`config.mk`:
```
export PLATFORM = sky130hd
export DESIGN_NAME = clk_div_gen
export DESIGN_NICKNAME = d
export VERILOG_FILES = /design/src/rtl/clk_div_gen.sv
export SDC_FILE = /design/constraint.sdc
export NUM_CORES = 2
export LEC_CHECK = 0
export CAP_MARGIN = 20
export CORE_ASPECT_RATIO = 1.4
export CORE_MARGIN = 5
export CORE_UTILIZATION = 64
export DETAILED_ROUTE_END_ITERATION = 6
export PLACE_DENSITY = 0.82
export SYNTH_ARGS = -nofsm -noshare
export SYNTH_HDL_FRONTEND = slang
export SYNTH_SLANG_ARGS = --single-unit
export TNS_END_PERCENT = 10
```
`constraint.sdc`:
```
create_clock -name clk -period 7.15 [get_ports clk]
set_input_delay 1.43 -clock clk [delete_from_list [all_inputs] [get_ports clk]]
set_output_delay 1.43 -clock clk [all_outputs]
set_load 0.01 [all_outputs]
```
`src/rtl/clk_div_gen.sv`:
```
// Multi-channel clock-enable generator: each channel produces a divided waveform
// with programmable period, high time and start phase, switched glitch-free.

module clk_div_ch #(
    parameter int CNT_W     = 16,
    parameter int DEF_DIV   = 2,
    parameter int DEF_HIGH  = 1,
    parameter int DEF_PHASE = 0
) (
    input  logic             clk,
    input  logic             rstn,
    input  logic             en,
    input  logic             wr,
    input  logic [CNT_W-1:0] wr_div,
    input  logic [CNT_W-1:0] wr_high,
    input  logic [CNT_W-1:0] wr_phase,
    output logic             clk_out,
    output logic             rise_stb,
    output logic             active
);
    typedef struct packed {
        logic [CNT_W-1:0] div;
        logic [CNT_W-1:0] high;
        logic [CNT_W-1:0] phase;
    } cfg_t;

    typedef enum logic [1:0] {IDLE, DELAY, RUN, DRAIN} state_t;

    localparam cfg_t CFG_DEF = '{div:   CNT_W'(DEF_DIV),
                                 high:  CNT_W'(DEF_HIGH),
                                 phase: CNT_W'(DEF_PHASE)};

    state_t           state_q, state_d;
    cfg_t             shd_q, act_q, act_d, wr_cfg;
    logic [CNT_W-1:0] cnt_q, cnt_d, dly_q, dly_d;
    logic             wrap, running, clk_d, rise_d;

    function automatic cfg_t clamp(input cfg_t c);
        cfg_t r;
        r.div   = (c.div < CNT_W'(2)) ? CNT_W'(2) : c.div;
        r.high  = (c.high == '0) ? CNT_W'(1) :
                  (c.high >= r.div) ? r.div - CNT_W'(1) : c.high;
        r.phase = (c.phase >= r.div) ? r.div - CNT_W'(1) : c.phase;
        return r;
    endfunction

    assign wr_cfg  = '{div: wr_div, high: wr_high, phase: wr_phase};
    assign wrap    = (cnt_q == act_q.div - CNT_W'(1));
    assign running = (state_q == RUN) || (state_q == DRAIN);
    assign active  = (state_q != IDLE);

    always_comb begin
        state_d = state_q;
        cnt_d   = cnt_q;
        dly_d   = dly_q;
        act_d   = act_q;
        case (state_q)
            IDLE: begin
                cnt_d = '0;
                act_d = clamp(shd_q);
                if (en) begin
                    if (act_d.phase == '0) begin
                        state_d = RUN;
                    end else begin
                        state_d = DELAY;
                        dly_d   = act_d.phase - CNT_W'(1);
                    end
                end
            end
            DELAY: begin
                if (!en) begin
                    state_d = IDLE;
                end else if (dly_q == '0) begin
                    state_d = RUN;
                    cnt_d   = '0;
                end else begin
                    dly_d = dly_q - CNT_W'(1);
                end
            end
            RUN, DRAIN: begin
                // A period never ends early: en only matters once the wrap edge arrives.
                if (wrap) begin
                    cnt_d   = '0;
                    act_d   = clamp(wr ? wr_cfg : shd_q);
                    state_d = en ? RUN : IDLE;
                end else begin
                    cnt_d   = cnt_q + CNT_W'(1);
                    state_d = en ? RUN : DRAIN;
                end
            end
            default: state_d = IDLE;
        endcase
    end

    assign clk_d  = running && (cnt_q < act_q.high);
    assign rise_d = running && (cnt_q == '0);

    always_ff @(posedge clk) begin
        if (!rstn) begin
            state_q  <= IDLE;
            cnt_q    <= '0;
            dly_q    <= '0;
            shd_q    <= CFG_DEF;
            act_q    <= CFG_DEF;
            clk_out  <= 1'b0;
            rise_stb <= 1'b0;
        end else begin
            state_q  <= state_d;
            cnt_q    <= cnt_d;
            dly_q    <= dly_d;
            act_q    <= act_d;
            clk_out  <= clk_d;
            rise_stb <= rise_d;
            if (wr) shd_q <= wr_cfg;
        end
    end
endmodule

module clk_div_gen #(
    parameter int NUM_CH    = 4,
    parameter int CNT_W     = 16,
    parameter int DEF_DIV   = 2,
    parameter int DEF_HIGH  = 1,
    parameter int DEF_PHASE = 0,
    localparam int CH_W     = (NUM_CH > 1) ? $clog2(NUM_CH) : 1
) (
    input  logic              clk,
    input  logic              rstn,
    input  logic [NUM_CH-1:0] en,
    input  logic              cfg_we,
    input  logic [CH_W-1:0]   cfg_ch,
    input  logic [CNT_W-1:0]  cfg_div,
    input  logic [CNT_W-1:0]  cfg_high,
    input  logic [CNT_W-1:0]  cfg_phase,
    output logic [NUM_CH-1:0] clk_out,
    output logic [NUM_CH-1:0] rise_stb,
    output logic [NUM_CH-1:0] active
);
    logic [NUM_CH-1:0] wr;

    for (genvar i = 0; i < NUM_CH; i++) begin : g_ch
        // Out-of-range channel indices match no lane, so such writes fall away.
        assign wr[i] = cfg_we && (int'(cfg_ch) == i);

        clk_div_ch #(
            .CNT_W    (CNT_W),
            .DEF_DIV  (DEF_DIV),
            .DEF_HIGH (DEF_HIGH),
            .DEF_PHASE(DEF_PHASE)
        ) u_ch (
            .clk     (clk),
            .rstn    (rstn),
            .en      (en[i]),
            .wr      (wr[i]),
            .wr_div  (cfg_div),
            .wr_high (cfg_high),
            .wr_phase(cfg_phase),
            .clk_out (clk_out[i]),
            .rise_stb(rise_stb[i]),
            .active  (active[i])
        );
    end
endmodule
```
# Yosys cells after proc, flatten, opt, wreduce, memory -nomap -nowiden
# Index checks and enable logic that the tools add are counted.
[word_totals]
wordCells = 324
ram_bits = 0
inputBits = 57
latchBits = 0
memories = 0
register_bits = 464
output_inout_bits = 12
mem_bits_ro = 0
[classes]
n_lt_le_gt_ge = 28
n_eq_ne = 47
n_reduce_logical = 73
n_mul = 0
add_sub_neg = 24
n_div = 0
mux = 112
bitwise = 0
n_shift = 0
[ops]
columns = ["cell", "count"]
rows = [
  ["16-bit 2-to-1 mux", 60],
  ["48-bit 2-to-1 mux", 8],
  ["48-bit case mux with 2 select lines", 4],
  ["16-bit logical NOT", 20],
  ["16-bit by 1-bit subtractor with 16-bit output (second input constant)", 20],
  ["16-bit greater-or-equal comparator", 16],
  ["16-bit case mux with 3 select lines", 4],
  ["16-bit by 2-bit less-than comparator with 1-bit output (second input constant)", 8],
  ["16-bit case mux with 2 select lines", 4],
  ["16-bit by 1-bit adder with 16-bit output (second input constant)", 4],
  ["16-bit == test", 4],
  ["16-bit less-than comparator", 4],
  ["2-bit 2-to-1 mux", 24],
  ["2-bit inequality test (second input constant)", 16],
  ["2-bit case mux with 3 select lines", 4],
  ["2-bit AND reduction", 12],
  ["2-bit nonzero test", 12],
  ["2-bit == test (second input constant)", 10],
  ["5-bit AND reduction", 4],
  ["2-bit by 1-bit inequality test with 1-bit output (second input constant)", 8],
  ["1-bit logical AND", 12],
  ["3-bit by 2-bit inequality test with 1-bit output (second input constant)", 4],
  ["2-bit by 1-bit == test with 1-bit output (second input constant)", 5],
  ["2-bit logical NOT", 5],
  ["other kinds (3)", 12],
]

# Logic depth before layout (Yosys ltp)
[logic_depth]
ltp_word = 10
ltp_mapped = 24
depth_no_buf = 21

# Modules after synthesis
# Synthesis repeated with hierarchy kept, for this count alone.
[hier_totals]
hier_cells = 4278
area_unflattened_um2 = 34316.7
[by_module_without_submodules]
columns = ["mod", "cells_per_inst", "area_per_inst_um2", "n_inst", "seq_area_each_um2"]
rows = [
  ["clk_div_ch at g_ch[0].u_ch ...", 1057, 8513.2, 3, 2322.2],
  ["clk_div_ch at g_ch[3].u_ch", 1103, 8739.6, 1, 2322.2],
  ["clk_div_gen", 4, 37.5, 1, 0.0],
]

# Worst setup path before layout
# OpenSTA, ideal clock, no wires.
[synth_timing]
path_kind = "input -> register"
from = "input port cfg_ch[0]"
to = "register g_ch[2].u_ch.act_q[22] in the netlist's numbering"
arrival_time_ps = 6097
setup_time_ps = 86
slack_ps = 968
stages = 22
t_required_ps = 7064
path_buffers = 4
path_cell_list = "nand3b_1 clkbuf_1 clkbuf_1 clkbuf_1 mux2i_1 nand3_1 or2_2 o211ai_1 o21a_1 inv_1 ha_1 nand2b_1 a21o_1 a21o_1 a21oi_1 o21ai_0 a21oi_1 clkbuf_1 mux2i_1 o22ai_1 nor2_1 a211oi_1"
[synth_between]
elab_chain_len = 10
word_cells_on_any_way = 12
cone_classes = "add/sub (1); order compare (2); eq/ne (1); mux (6); reduce/logical (2)"
[synth_rtl]
columns = ["item", "line_no", "text"]
rows = [
  ["start, declared", "131", "input logic [CH_W-1:0] cfg_ch,"],
  ["2-bit == test *", "143", "assign wr[i] = cfg_we && (int'(cfg_ch) == i);"],
  ["1-bit logical AND *", "143", ""],
  ["48-bit 2-to-1 mux *", "84", "act_d = clamp(wr ? wr_cfg : shd_q);"],
  ["16-bit by 2-bit less-than comparator with 1-bit output", "40", "r.div = (c.div < CNT_W'(2)) ? CNT_W'(2) : c.div;"],
  ["16-bit 2-to-1 mux", "40", ""],
  ["16-bit by 1-bit subtractor with 16-bit output / 16-bit greater-or-equal comparator (equally long branches)", "42", "(c.high >= r.div) ? r.div - CNT_W'(1) : c.high;"],
  ["16-bit 2-to-1 mux", "42", ""],
  ["16-bit 2-to-1 mux *", "41", "r.high = (c.high == '0) ? CNT_W'(1) :"],
  ["48-bit 2-to-1 mux *", "82", "if (wrap) begin"],
  ["48-bit case mux with 2 select lines *", "57", "case (state_q)"],
  ["end signal, assigned", "111", "act_q <= act_d;"],
  ["end, declared", "34", "cfg_t shd_q, act_q, act_d, wr_cfg;"],
]
# Mark *: on every way between the ends. The rest lies on a longest branch, timed or not. The select of a mux whose other input is x is not followed.
# A chain may end at the register's enable or synchronous reset.

# Worst setup path after layout
[layout_timing]
from = "input port cfg_ch[0]"
to = "register g_ch[2].u_ch.act_q[27] in the netlist's numbering"
# Same word-level chain as after synthesis.

==> impl_metrics.toml <==
[routing]
ant_nets = 0
routedWlPerCell_um = 21.9
drc = 10
dr.pass1.iters = 7
first_iter_violations = 3349
wl_mm = 112
via_count = 33300
vias_per_cell = 6.51

[global_routing]
grt.overflow.total = 0
grt_antenna_before_repair = 4
grt_pass1_vias = 31100
grt_pass1_wl_mm = 174
grt_max_degree = 174
grtUsageTotal = 0.376

[synthesis]
yosysSeqAreaShare = 0.275
netlist_instances = 4410
async_flop_share = 0
syn_area_um2 = 33700
yosys_warnings = 0
synth_top_area_cell = "dfxtp_1"
synth.top_cell.area_share = 0.275
synth_most_common_cell = "nand2_1"
avgSynthCellArea_um2 = 7.65
synth_top_cells_by_count = "491 x nand2_1, 464 x dfxtp_1, 443 x nor2_1"
syn_nets = 4743
synth_edf_count = 0
ys_ff_latch = 464
netlist_top_cells_area = "dfxtp_1 28%, ha_1 10%, mux2i_1 7.0%, a21oi_1 5.6%, nand2_1 5.5%"
ys.flop_type = "dfxtp_1"
yosysUniqueCellTypes = 83

[timing]
finalCritPeriodShare = 0.875
fin_crit_ns = 6.26
slew_headroom = 0.244
finalSetupViolCount = 0
setup_ws_ns = 0.892
finalHoldViolCount = 0
clock.fmax_mhz = 160
tns_ns = 0
rsz0062_at_grt = "false"
finalMaxSlewViolations = 0
fin_skew_ns = 0.0103
worstMarginPinSlew_ns = 1.13

[power]
p_per_area_nw_per_um2 = 259
clkPwrFrac = 0.305
power.internal_mw = 6.01
p_leak_nw = 16.4
seq_power_share = 0.330
p_sw_mw = 3.56
vdd_drop_max_mv = 0.260
combPwrFrac = 0.365
swShare = 0.372

[critical_path]
cp.required_ns = 7.67
reg2reg_from = "g_ch[0].u_ch.shd_q[44]"
cp-startpoint = "cfg_ch[0]"
worstPathMaxFanout = 19
r2r-end = "g_ch[0].u_ch.dly_q[12]"
reg2reg_depth = 22
worstSetupStartpointType = "primary input"
path_class = "in2reg"
endpoint = "g_ch[2].u_ch.act_q[27]"
worst_setup_path_end_kind = "register"
rrSetupSlack_ns = 1.26
crit_arrival_ns = 6.77

[die]
start_util = 0.647
ios = 69
die_w_um = 204
num_rows = 99
die-height_um = 282
fp.coreArea_um2 = 52100
die_area_um2 = 57500

[outcome]
violations = "design-rule violations"
outcome = "finished, violations left"

[flow_run]
maxCapViolations = 0

[finish]
fillers = 4301
ff_latch_area_um2 = 9290
nets = 4706
drive_gt1_frac = 0.0612
multi_input_area_um2 = 22600
syn_to_final_growth_pct = 9.57

[clocking]
cts-root-buf = "clkbuf_16"
cts_resized = 0
cts_made_buffers = 48
hold_buffers = 0
htreeDepth = 2
cts.sinks = 464
clk_latency_ns = 0.61
clk_pin_slew_ns = 0.07
post-cts-setup-buffers = 0
cts_buffer_depth = 3
cts_tree = "built"

[placement]
hpwl_mm = 82.3
gp_congestion = 1.08
port_buffers = 68
pre_cts_ws_ns = 0.370

[min_path]
hold_class = "reg2reg"
[power groups by stage]
stage | Sequential, mW | Combinational (mW) | Clock [mW]
final | 3.16 | 3.49 | 2.92
after global routing | 3.19 | 3.84 | 3.04
after CTS | 3.15 | 3.40 | 2.93
after detailed placement | 3.20 | 3.37 | 0
after global placement | 3.20 | 3.32 | 0
after floorplan | 3.10 | 2.62 | 0
[metrics by stage]
stage	cells	instance area [um2]	utilization	hold WS, ns	power, mW
3_3_place_gp	5027	35100	0.673	0.454	6.51
5_1_grt	5120	37000	0.709	0.495	10.1
6_report	5120	37000	0.709	0.471	9.57
3_5_place_dp	5027	35100	0.673	0.462	6.58
2_1_floorplan	4410	33700	-	0.440	5.72
4_1_cts	5115	36900	0.707	0.471	9.47
[critical path, stage by stage]
cell and delay [ns]:
clkdlybuf4s50_1 0.63, nand3b_1 0.16, buf_4 0.31, mux2i_1 0.23, buf_4 0.18, and4_1 0.31
nand4_1 0.16, or2_2 0.36, o211ai_1 0.18, o21a_1 0.20, inv_1 0.07, ha_1 0.27
nand2b_1 0.14, a21o_1 0.18, a21o_1 0.18, a21oi_1 0.16, o21ai_0 0.11, a21oi_1 0.57
nand2b_1 0.33, o22ai_1 0.28, a211oi_1 0.08, a211oi_1 0.23
[layout by cell type (no fill, tap or decap), types with 92 or more instances in the layout]
cell type,instances
a21o_1,97
a21oi_1,375
buf_4,92
dfxtp_1,464
ha_1,276
inv_1,253
mux2i_1,235
nand2_1,491
nand3_1,103
nor2_1,443
nor3_1,110
nor4_1,96
o21ai_0,195
xnor2_1,112
[cells by family after synthesis]
family                   count (synthesis)  share of synthesized area
buffers and inverters                  505                     0.0577
multiplexers                           262                     0.0787
AO/OA/AOI/OAI                         1101                      0.208
flip-flops                             464                      0.275
AND/OR/NAND/NOR                       1608                      0.227
XOR/XNOR                               194                     0.0508
adder cells (fa/ha/maj)                276                      0.102
[how the worst min path moves through the flow]
stage / start / to / slack (ns) / depth (start not counted)
3_3_place_gp: g_ch[2].u_ch.act_q[47] / g_ch[2].u_ch.act_q[47] / 0.45 / 2
2_1_floorplan: g_ch[2].u_ch.act_q[17] / g_ch[2].u_ch.act_q[17] / 0.44 / 2
6_report: g_ch[2].u_ch.dly_q[15] / g_ch[2].u_ch.dly_q[15] / 0.47 / 2
3_5_place_dp: g_ch[0].u_ch.dly_q[15] / g_ch[0].u_ch.dly_q[15] / 0.46 / 2
5_1_grt: g_ch[2].u_ch.dly_q[5] / g_ch[2].u_ch.dly_q[5] / 0.50 / 2
4_1_cts: g_ch[2].u_ch.dly_q[0] / g_ch[2].u_ch.dly_q[0] / 0.47 / 2
[area by class of cell]
type,instances,area share
multi-input cells,3441,0.611
flip-flops and latches,464,0.251
repair buffers,163,0.0392
clock buffers,59,0.0364
inverters,255,0.0261
well taps,707,0.0239
clock inverters,29,0.0124
diodes,2,0.000135
[per-layer routing]
layer / vias to the layer above / part of all wire / global-route usage
li1: 15800 / - / -
met1: 15300 / 0.38 / 0.467
met2: 1702 / 0.43 / 0.580
met3: 509 / 0.093 / 0.0743
met4: 6 / 0.092 / 0.274
met5: - / 0.00035 / 0
No activity file was read; power rests on OpenSTA's default activity.
